File: src/rtl/uart_rx_fifo.sv
// UART receiver with mid-bit sampling, false-start rejection, framing/parity checks and an output FIFO.
// Optional parity bit: define UART_RX_PARITY_EN (PARITY_ODD then selects odd/even sense).
module uart_rx_fifo #(
    parameter int CLOCK_FREQ_HZ = 12000000,
    parameter int BAUD_RATE     = 9600,
    parameter int DATA_BITS     = 8,
    parameter int FIFO_DEPTH    = 4,
    parameter int PARITY_ODD    = 0
) (
    input  logic                         clk,
    input  logic                         rst,
    input  logic                         RX,
    output logic [DATA_BITS-1:0]         out_data,
    output logic                         out_valid,
    input  logic                         out_ready,
    output logic [$clog2(FIFO_DEPTH):0]  level,
    output logic                         busy,
    output logic                         frame_err,
    output logic                         parity_err,
    output logic                         overflow
);
    localparam int BIT_PERIOD = CLOCK_FREQ_HZ / BAUD_RATE;
    localparam int CW = $clog2(BIT_PERIOD);
    localparam int IW = $clog2(DATA_BITS);
    localparam int AW = $clog2(FIFO_DEPTH);
    localparam logic [CW-1:0] CNT_LAST = CW'(BIT_PERIOD - 1);
    localparam logic [CW-1:0] CNT_HALF = CW'(BIT_PERIOD / 2 - 1);
    localparam logic [IW-1:0] IDX_LAST = IW'(DATA_BITS - 1);

    generate
        if (BIT_PERIOD < 8 || DATA_BITS < 5 || DATA_BITS > 9 || FIFO_DEPTH < 2 ||
            (FIFO_DEPTH & (FIFO_DEPTH - 1)) != 0 || PARITY_ODD < 0 || PARITY_ODD > 1) begin : g_bad_params
            $error("uart_rx_fifo: illegal parameter combination");
        end
    endgenerate

    logic rx_meta_reg, rxs_reg;

    always_ff @(posedge clk) begin
        if (rst) begin
            rx_meta_reg <= 1'b1;
            rxs_reg     <= 1'b1;
        end else begin
            rx_meta_reg <= RX;
            rxs_reg     <= rx_meta_reg;
        end
    end

`ifdef UART_RX_PARITY_EN
    typedef enum logic [2:0] {IDLE, START, DATA, PARITY, STOP, BREAK} state_t;
    localparam logic PAR_SENSE = 1'(PARITY_ODD);
    logic par_bad_reg, parity_err_reg;
`else
    typedef enum logic [2:0] {IDLE, START, DATA, STOP, BREAK} state_t;
`endif

    state_t               state_reg;
    logic [CW-1:0]        cnt_reg;
    logic [IW-1:0]        idx_reg;
    logic [DATA_BITS-1:0] shift_reg;
    logic                 busy_reg, frame_err_reg, overflow_reg;
    logic                 bit_end, stop_ok, push, pop, full, accept;

    assign bit_end = (cnt_reg == CNT_LAST);
`ifdef UART_RX_PARITY_EN
    assign stop_ok    = !par_bad_reg;
    assign parity_err = parity_err_reg;
`else
    assign stop_ok    = 1'b1;
    assign parity_err = 1'b0;
`endif
    // The word enters the FIFO on the very edge that samples a good stop bit.
    assign push = (state_reg == STOP) && bit_end && rxs_reg && stop_ok;

    always_ff @(posedge clk) begin
        if (rst) begin
            state_reg     <= IDLE;
            cnt_reg       <= '0;
            idx_reg       <= '0;
            shift_reg     <= '0;
            busy_reg      <= 1'b0;
            frame_err_reg <= 1'b0;
`ifdef UART_RX_PARITY_EN
            par_bad_reg    <= 1'b0;
            parity_err_reg <= 1'b0;
`endif
        end else begin
            frame_err_reg <= 1'b0;
`ifdef UART_RX_PARITY_EN
            parity_err_reg <= 1'b0;
`endif
            cnt_reg <= cnt_reg + 1'b1;
            case (state_reg)
                IDLE: begin
                    cnt_reg <= '0;
                    if (!rxs_reg) begin
                        state_reg <= START;
                        busy_reg  <= 1'b1;
                    end
                end
                START: if (cnt_reg == CNT_HALF) begin
                    cnt_reg <= '0;
                    idx_reg <= '0;
                    if (rxs_reg) begin
                        state_reg <= IDLE;
                        busy_reg  <= 1'b0;
                    end else begin
                        state_reg <= DATA;
                    end
                end
                DATA: if (bit_end) begin
                    cnt_reg   <= '0;
                    shift_reg <= {rxs_reg, shift_reg[DATA_BITS-1:1]};
                    if (idx_reg == IDX_LAST) begin
                        idx_reg <= '0;
`ifdef UART_RX_PARITY_EN
                        state_reg <= PARITY;
`else
                        state_reg <= STOP;
`endif
                    end else begin
                        idx_reg <= idx_reg + 1'b1;
                    end
                end
`ifdef UART_RX_PARITY_EN
                PARITY: if (bit_end) begin
                    cnt_reg     <= '0;
                    par_bad_reg <= ((^shift_reg) ^ PAR_SENSE) != rxs_reg;
                    state_reg   <= STOP;
                end
`endif
                STOP: if (bit_end) begin
                    cnt_reg <= '0;
                    if (!rxs_reg) begin
                        frame_err_reg <= 1'b1;
                        state_reg     <= BREAK;
                    end else begin
`ifdef UART_RX_PARITY_EN
                        parity_err_reg <= par_bad_reg;
`endif
                        state_reg <= IDLE;
                        busy_reg  <= 1'b0;
                    end
                end
                BREAK: if (rxs_reg) begin
                    state_reg <= IDLE;
                    busy_reg  <= 1'b0;
                end
                default: begin
                    state_reg <= IDLE;
                    busy_reg  <= 1'b0;
                end
            endcase
        end
    end

    logic [DATA_BITS-1:0] mem [FIFO_DEPTH];
    logic [AW-1:0]        wr_ptr_reg, rd_ptr_reg;
    logic [AW:0]          level_reg;

    assign full      = (level_reg == (AW + 1)'(FIFO_DEPTH));
    assign out_valid = (level_reg != '0);
    assign pop       = out_valid && out_ready;
    // A full FIFO still takes a word when the head leaves on the same edge.
    assign accept    = push && (!full || pop);

    always_ff @(posedge clk) begin
        if (accept) mem[wr_ptr_reg] <= shift_reg;
    end

    always_ff @(posedge clk) begin
        if (rst) begin
            wr_ptr_reg   <= '0;
            rd_ptr_reg   <= '0;
            level_reg    <= '0;
            overflow_reg <= 1'b0;
        end else begin
            overflow_reg <= push && !accept;
            if (accept) wr_ptr_reg <= wr_ptr_reg + 1'b1;
            if (pop)    rd_ptr_reg <= rd_ptr_reg + 1'b1;
            case ({accept, pop})
                2'b10:   level_reg <= level_reg + 1'b1;
                2'b01:   level_reg <= level_reg - 1'b1;
                default: level_reg <= level_reg;
            endcase
        end
    end

    assign out_data  = mem[rd_ptr_reg];
    assign level     = level_reg;
    assign busy      = busy_reg;
    assign frame_err = frame_err_reg;
    assign overflow  = overflow_reg;
endmodule

File: config.mk
export PLATFORM = sky130hd
export DESIGN_NAME = uart_rx_fifo
export DESIGN_NICKNAME = d
export VERILOG_FILES = /design/src/rtl/uart_rx_fifo.sv
export SDC_FILE = /design/constraint.sdc
export NUM_CORES = 1
export LEC_CHECK = 0
export ABC_AREA = 0
export CAP_MARGIN = 15
export CORE_MARGIN = 8
export CORE_UTILIZATION = 45
export CTS_CLUSTER_SIZE = 25
export DETAILED_ROUTE_END_ITERATION = 7
export PLACE_DENSITY = 0.68
export SLEW_MARGIN = 40
export SYNTH_ARGS = -nofsm -noshare
export SYNTH_HDL_FRONTEND = slang
export SYNTH_SLANG_ARGS = --single-unit
export TNS_END_PERCENT = 1
File: constraint.sdc
create_clock -name clk -period 5.2 [get_ports clk]
set_input_delay 0.52 -clock clk [delete_from_list [all_inputs] [get_ports clk]]
set_output_delay 0.52 -clock clk [all_outputs]
set_load 0.01 [all_outputs]
==> impl_metrics.ini, run 1 <==
[synthesis]
synth_seq_cells = 71
ys_seq_area_share_pct = 57.38
synth_area_um2 = 3035
synth_fp_nets = 261
yosysUniqueCellTypes = 48
ys_dominant_reg_cell = dfxtp_1
synth_edf_count = 32
netlist_instances = 247
synth_warnings = 0
syn_avg_cell_area_um2 = 12.29
async_reset_ff_share_pct = 0

[final_layout]
finalNonFillerCells = 350
final_common_cell = nor2_1
most-common-layout-cells = nor2_1, dfxtp_1, edfxtp_1
largest_register_ffs = 32
seqCellArea_um2 = 1742
post-route-util_pct = 51.83
final_nets = 279
drive_above_1_share_pct = 11.48
multi_input_comb_area_um2 = 1192
nFillCells = 573
syn2layout_area_growth_pct = 13.44
antenna_cells = 0

[global_route]
grt_pass1_vias = 1816
grt_first_pass_wirelength_um = 8590
gr-total-overflow = 0
antenna_found_initial = 0
gr-usage-all-layers_pct = 11.28
grt_max_degree = 30

[timing]
finalSetupViolCount = 0
holdWs_ns = 0.4160
fmax_ghz = 0.3876
hold_viol = 0
period_share_pct = 49.61
max_slew_margin_pct = 56.52
finalClockSkew_ns = 0.006510
slew_viol_final = 0
worst_pin_slew_ns = 0.6431
period_minus_slack_ns = 2.580
rsz0062_at_grt = no
finalSetupTns_ns = 0

[worst_setup_path]
crit_arrival_ns = 2.06
worst-path-buf-inv = 1
start_kind = flip-flop
cp_slowest_stage_delay_ns = 0.65
path_delay_family = flip-flops
cp_cell_sequence = mux4_2, clkdlybuf4s50_1
cp_num_cells = 2
cpMaxStageDelayCell = dfxtp_1
path_max_fanout = 8
setup.worst_path.end_class = output pin
reg2reg_depth = 4
critPathKind = flip-flop to output pin
worst_ep_required_time_ns = 4.68

[power]
power.leakage_nw = 1.146
p_per_area_nw_per_um2 = 332.4
vdd_drop_max_v = 0.0001561

[place]
numPlacedInstances = 334
gp_congestion = 0.7442
dpl.hpwl_um = 3445
io_buffers = 18

[routing]
num_vias = 1817
wl_per_cell_um = 14.42
detail-route-antenna-nets = 0
viasPerCell = 5.191
drt-pass1-iter-count = 4
drt_wl_total_um = 5047
drc_errors = 0
drt_iter0_markers = 95

[floorplan]
dieArea_um2 = 9630
coreArea_um2 = 6644
die_x_um = 98.13
std_cell_rows = 30
die_y_um = 98.13
start_util_pct = 45.69
num_io_pins = 20

[clock_tree]
clockBufferDepth = 2
cts_made_buffers = 9
cts-resized-gates = 0
clk_pin_slew_ns = 0.07
hold_buffers = 0
cts_setup_buffers = 0
clk_latency_ns = 0.33
clock-sinks = 71
ctsRootBufferMaster = clkbuf_8
htreeDepth = 3
cts_tree = yes

[run]
maxCapViolations = 0

[min_path]
hold_depth = 1
hold_path.class = flip-flop to flip-flop

[run_status]
status = complete, no violations
## report_power, final
group	switching, W	internal (W)
clock	0.000200	0.000220
sequential	0.0000186	0.000589
combinational	0.0000502	0.0000676
total	0.000268	0.000876
## path summary, 6_finish.rpt
path                                   from     endpoint  slack, ns
worst max-delay path              flip-flop  out_data[7]       2.62
worst min-delay path            rx_meta_reg      rxs_reg       0.42
worst max register to register   cnt_reg[2]    mem[1][6]       2.65
worst min register to register  rx_meta_reg      rxs_reg       0.42
## cells in the mapped netlist, types with 2 or more instances
library cell	instances	area share, %
a21oi_1	4	0.66
and2_1	4	0.82
and3_1	3	0.62
buf_2	3	0.49
buf_6	2	0.74
clkbuf_1	6	0.74
dfxtp_1	39	26
edfxtp_1	32	32
ha_1	9	3.7
inv_1	8	0.99
mux2i_1	13	4.3
mux4_2	8	5.9
nand2_1	8	0.99
nand3_1	4	0.66
nand3b_1	2	0.49
nand4_1	2	0.41
nand4b_1	2	0.58
nor2_1	40	4.9
nor2b_1	2	0.41
nor3_1	3	0.49
nor4_1	2	0.41
o21ai_1	3	0.49
o31ai_1	3	0.74
or2_2	2	0.41
or3_1	4	0.82
or4_1	2	0.49
xnor2_1	8	2.3
xor2_1	9	2.6
## cell type report
cell class                 instances  area share (%)
inverter                           8          0.8721
clock buffer                      10           3.706
clock inverter                     6           1.781
multi-input combinational        155           34.63
timing repair buffer              20           5.523
tap                               80           2.907
sequential                        71           50.58
## worst reg2reg max path, stage by stage, from the launching register on
cell and delay [ns]:
dfxtp_1 0.35, or3_1 0.49, or4_1 0.67, nor2_2 0.27, and2_1 0.43
## layer usage
| layer | track usage (%) | up-vias | share of wire, % |
|---|---|---|---|
| met5 | 0 | - | 0 |
| met4 | 6.021 | 0 | 1.5 |
| met3 | 3.485 | 6 | 3.5 |
| met2 | 18.34 | 28 | 48 |
| met1 | 13.07 | 864 | 47 |
| li1 | - | 919 | - |
## stage by stage
| step | instance area (µm²) | total power (W) | setup WS, ns |
|---|---|---|---|
| after floorplan | 3035 | 0.0006967 | 2.918 |
| after CTS | 3443 | 0.001162 | 2.520 |
| final | 3443 | 0.001145 | 2.620 |
| after global placement | 3252 | 0.0007385 | 2.551 |
| after detailed placement | 3254 | 0.0007405 | 2.501 |
| after global routing | 3443 | 0.001197 | 2.471 |
## logic make-up after synthesis
group / after synthesis / synth area share [%]
AND/OR/NAND/NOR: 88 / 15.21
flip-flops: 71 / 57.38
multiplexers: 21 / 10.22
buffers and inverters: 21 / 3.339
AO/OA/AOI/OAI: 18 / 4.452
XOR/XNOR: 17 / 4.905
adder cells (fa/ha/maj): 10 / 4.369
other: 1 / 0.1235
No activity file was read; power rests on OpenSTA's default activity.
==> run 2: changes to the inputs <==
Settings changed: PLACE_DENSITY 0.68 to 0.71.
Clock period 5.2 ns to 2.1 ns, I/O delays scaled along.
==> impl_metrics.ini, run 2 (synthesized netlist as in run 1, its figures left out) <==
[clock_tree]
cts_tree = yes
clk_latency_ns = 0.34
clock-sinks = 71
clk_pin_slew_ns = 0.08
ctsRootBufferMaster = clkbuf_8
htreeDepth = 3
clockBufferDepth = 2
cts_made_buffers = 9

[timing]
finalSetupViolCount = 0
fmax_ghz = 0.4837
slew_viol_final = 0
rsz0062_at_grt = yes
timing.final.ws_setup_ns = 0.03240
finalSetupTns_ns = 0
period_share_pct = 98.46
finalClockSkew_ns = 0.008803
hold_viol = 0
holdWs_ns = 0.4122
period_minus_slack_ns = 2.068

[routing]
drt_iter0_markers = 71
viasPerCell = 5.113
drt-pass1-iter-count = 4
drc_errors = 0
drt_wl_total_um = 5279
detail-route-antenna-nets = 0
wl_per_cell_um = 13.93
num_vias = 1938

[final_layout]
antenna_cells = 0
final_common_cell = nor2_1
largest_register_ffs = 32
final_nets = 308
drive_above_1_share_pct = 24.41
nFillCells = 541
most-common-layout-cells = nor2_1, dfxtp_1, edfxtp_1
multi_input_comb_area_um2 = 1256
seqCellArea_um2 = 1743
syn2layout_area_growth_pct = 24.90

[worst_setup_path]
r2r_slack_ns = 0.03
critPathKind = flip-flop to flip-flop
setup.worst_path.end_class = flip-flop
reg2reg_depth = 7
reg2reg_to = mem[2][7]
crit_arrival_ns = 2.10
worst_ep_required_time_ns = 2.13
r2r-start = cnt_reg[1]
start_kind = flip-flop
path_max_fanout = 8

[min_path]
hold_path.class = flip-flop to flip-flop
worstHoldEndpoint = rxs_reg
hold_depth = 1
min_from = rx_meta_reg

[power]
vdd_drop_max_v = 0.0004117
p_per_area_nw_per_um2 = 817.1
power.leakage_nw = 1.368

[run_status]
status = complete, no violations

[floorplan]
dieArea_um2 = 9630
std_cell_rows = 30
coreArea_um2 = 6644
die_y_um = 98.13
start_util_pct = 45.69
num_io_pins = 20
die_x_um = 98.13

[place]
dpl.hpwl_um = 3607
gp_congestion = 0.7983
io_buffers = 18
pre_cts_ws_ns = -0.03637

[global_route]
grt_max_degree = 21
grt_pass1_vias = 1904
antenna_found_initial = 0
gr-usage-all-layers_pct = 11.65
grt_first_pass_wirelength_um = 8887
gr-total-overflow = 0

[run]
maxCapViolations = 0
## run 2: changes by cell type in the layout (fill, tap and decap cells not counted), moves of 2 or more
| cell | change |
|---|---|
| and2_2 | +2 |
| clkdlybuf4s50_1 | -4 |
| and2_4 | +2 |
| nor3_2 | +2 |
| buf_4 | +28 |
| nor3_1 | -2 |
| dlymetal6s2s_1 | +5 |
| and2_1 | -4 |
| clkinv_2 | -3 |
## run 2: power by group
group / switching [W] / internal, W
clock network: 0.000507 / 0.000744
registers: 0.0000218 / 0.00146
logic: 0.000164 / 0.000203
## run 2: final cells by class
cell class              instances  share of cell area (%)
well taps                      80                   2.640
flip-flops and latches         71                   45.97
clock inverters                 4                   2.013
clock buffers                  12                   4.125
multi-input cells             155                   33.14
repair buffers                 49                   11.32
inverters                       8                  0.7921
## run 2: worst max-delay path by stage
stage / cells past startpoint / startpoint / endpoint / slack (ns)
after global placement: 8 / out_ready / level[2] / 0.007
after CTS: 6 / cnt_reg[8] / level[1] / 0.002
after floorplan: 10 / cnt_reg[1] / level[2] / 0.008
after global routing: 7 / cnt_reg[1] / mem[3][4] / -0.06
after detailed placement: 8 / out_ready / level[2] / -0.04
final: 7 / cnt_reg[1] / mem[2][7] / 0.03
## run 2: per-stage QoR
step                power (W)  instances  instance area, µm²  utilization [%]
finish               0.003098        379                3791            57.06
global route         0.003204        379                3791            57.06
CTS                  0.003119        378                3727            56.10
detailed placement   0.001870        361                3483            52.43
global placement     0.001863        361                3483            52.43
floorplan            0.001726        247                3057                -
## run 2: per-layer routing
metal	GRT usage, %	wire [µm]	up-vias
met5	0	0	-
met4	6.375	114	0
met3	3.414	171	9
met2	19.60	2598	31
met1	13.01	2394	928
li1	-	-	970
## run 2: worst max-delay path: stages, from the launching register on
cell and delay, ns:
dfxtp_2 0.32, inv_1 0.07, ha_2 0.18, nand3_2 0.08, or4_4 0.52, buf_4 0.16, nor2_4 0.13, and2_2 0.30
## run 2: what timing repair did
| item | CTS | global route |
|---|---|---|
| hold buffers | 0 | 0 |
| resized for setup | 1 | 15 |
| cloned | 0 | 0 |
| buffers inserted | 1 | 1 |
| setup endpoints to repair | 4 | 37 |
| pin swaps | 1 | 6 |
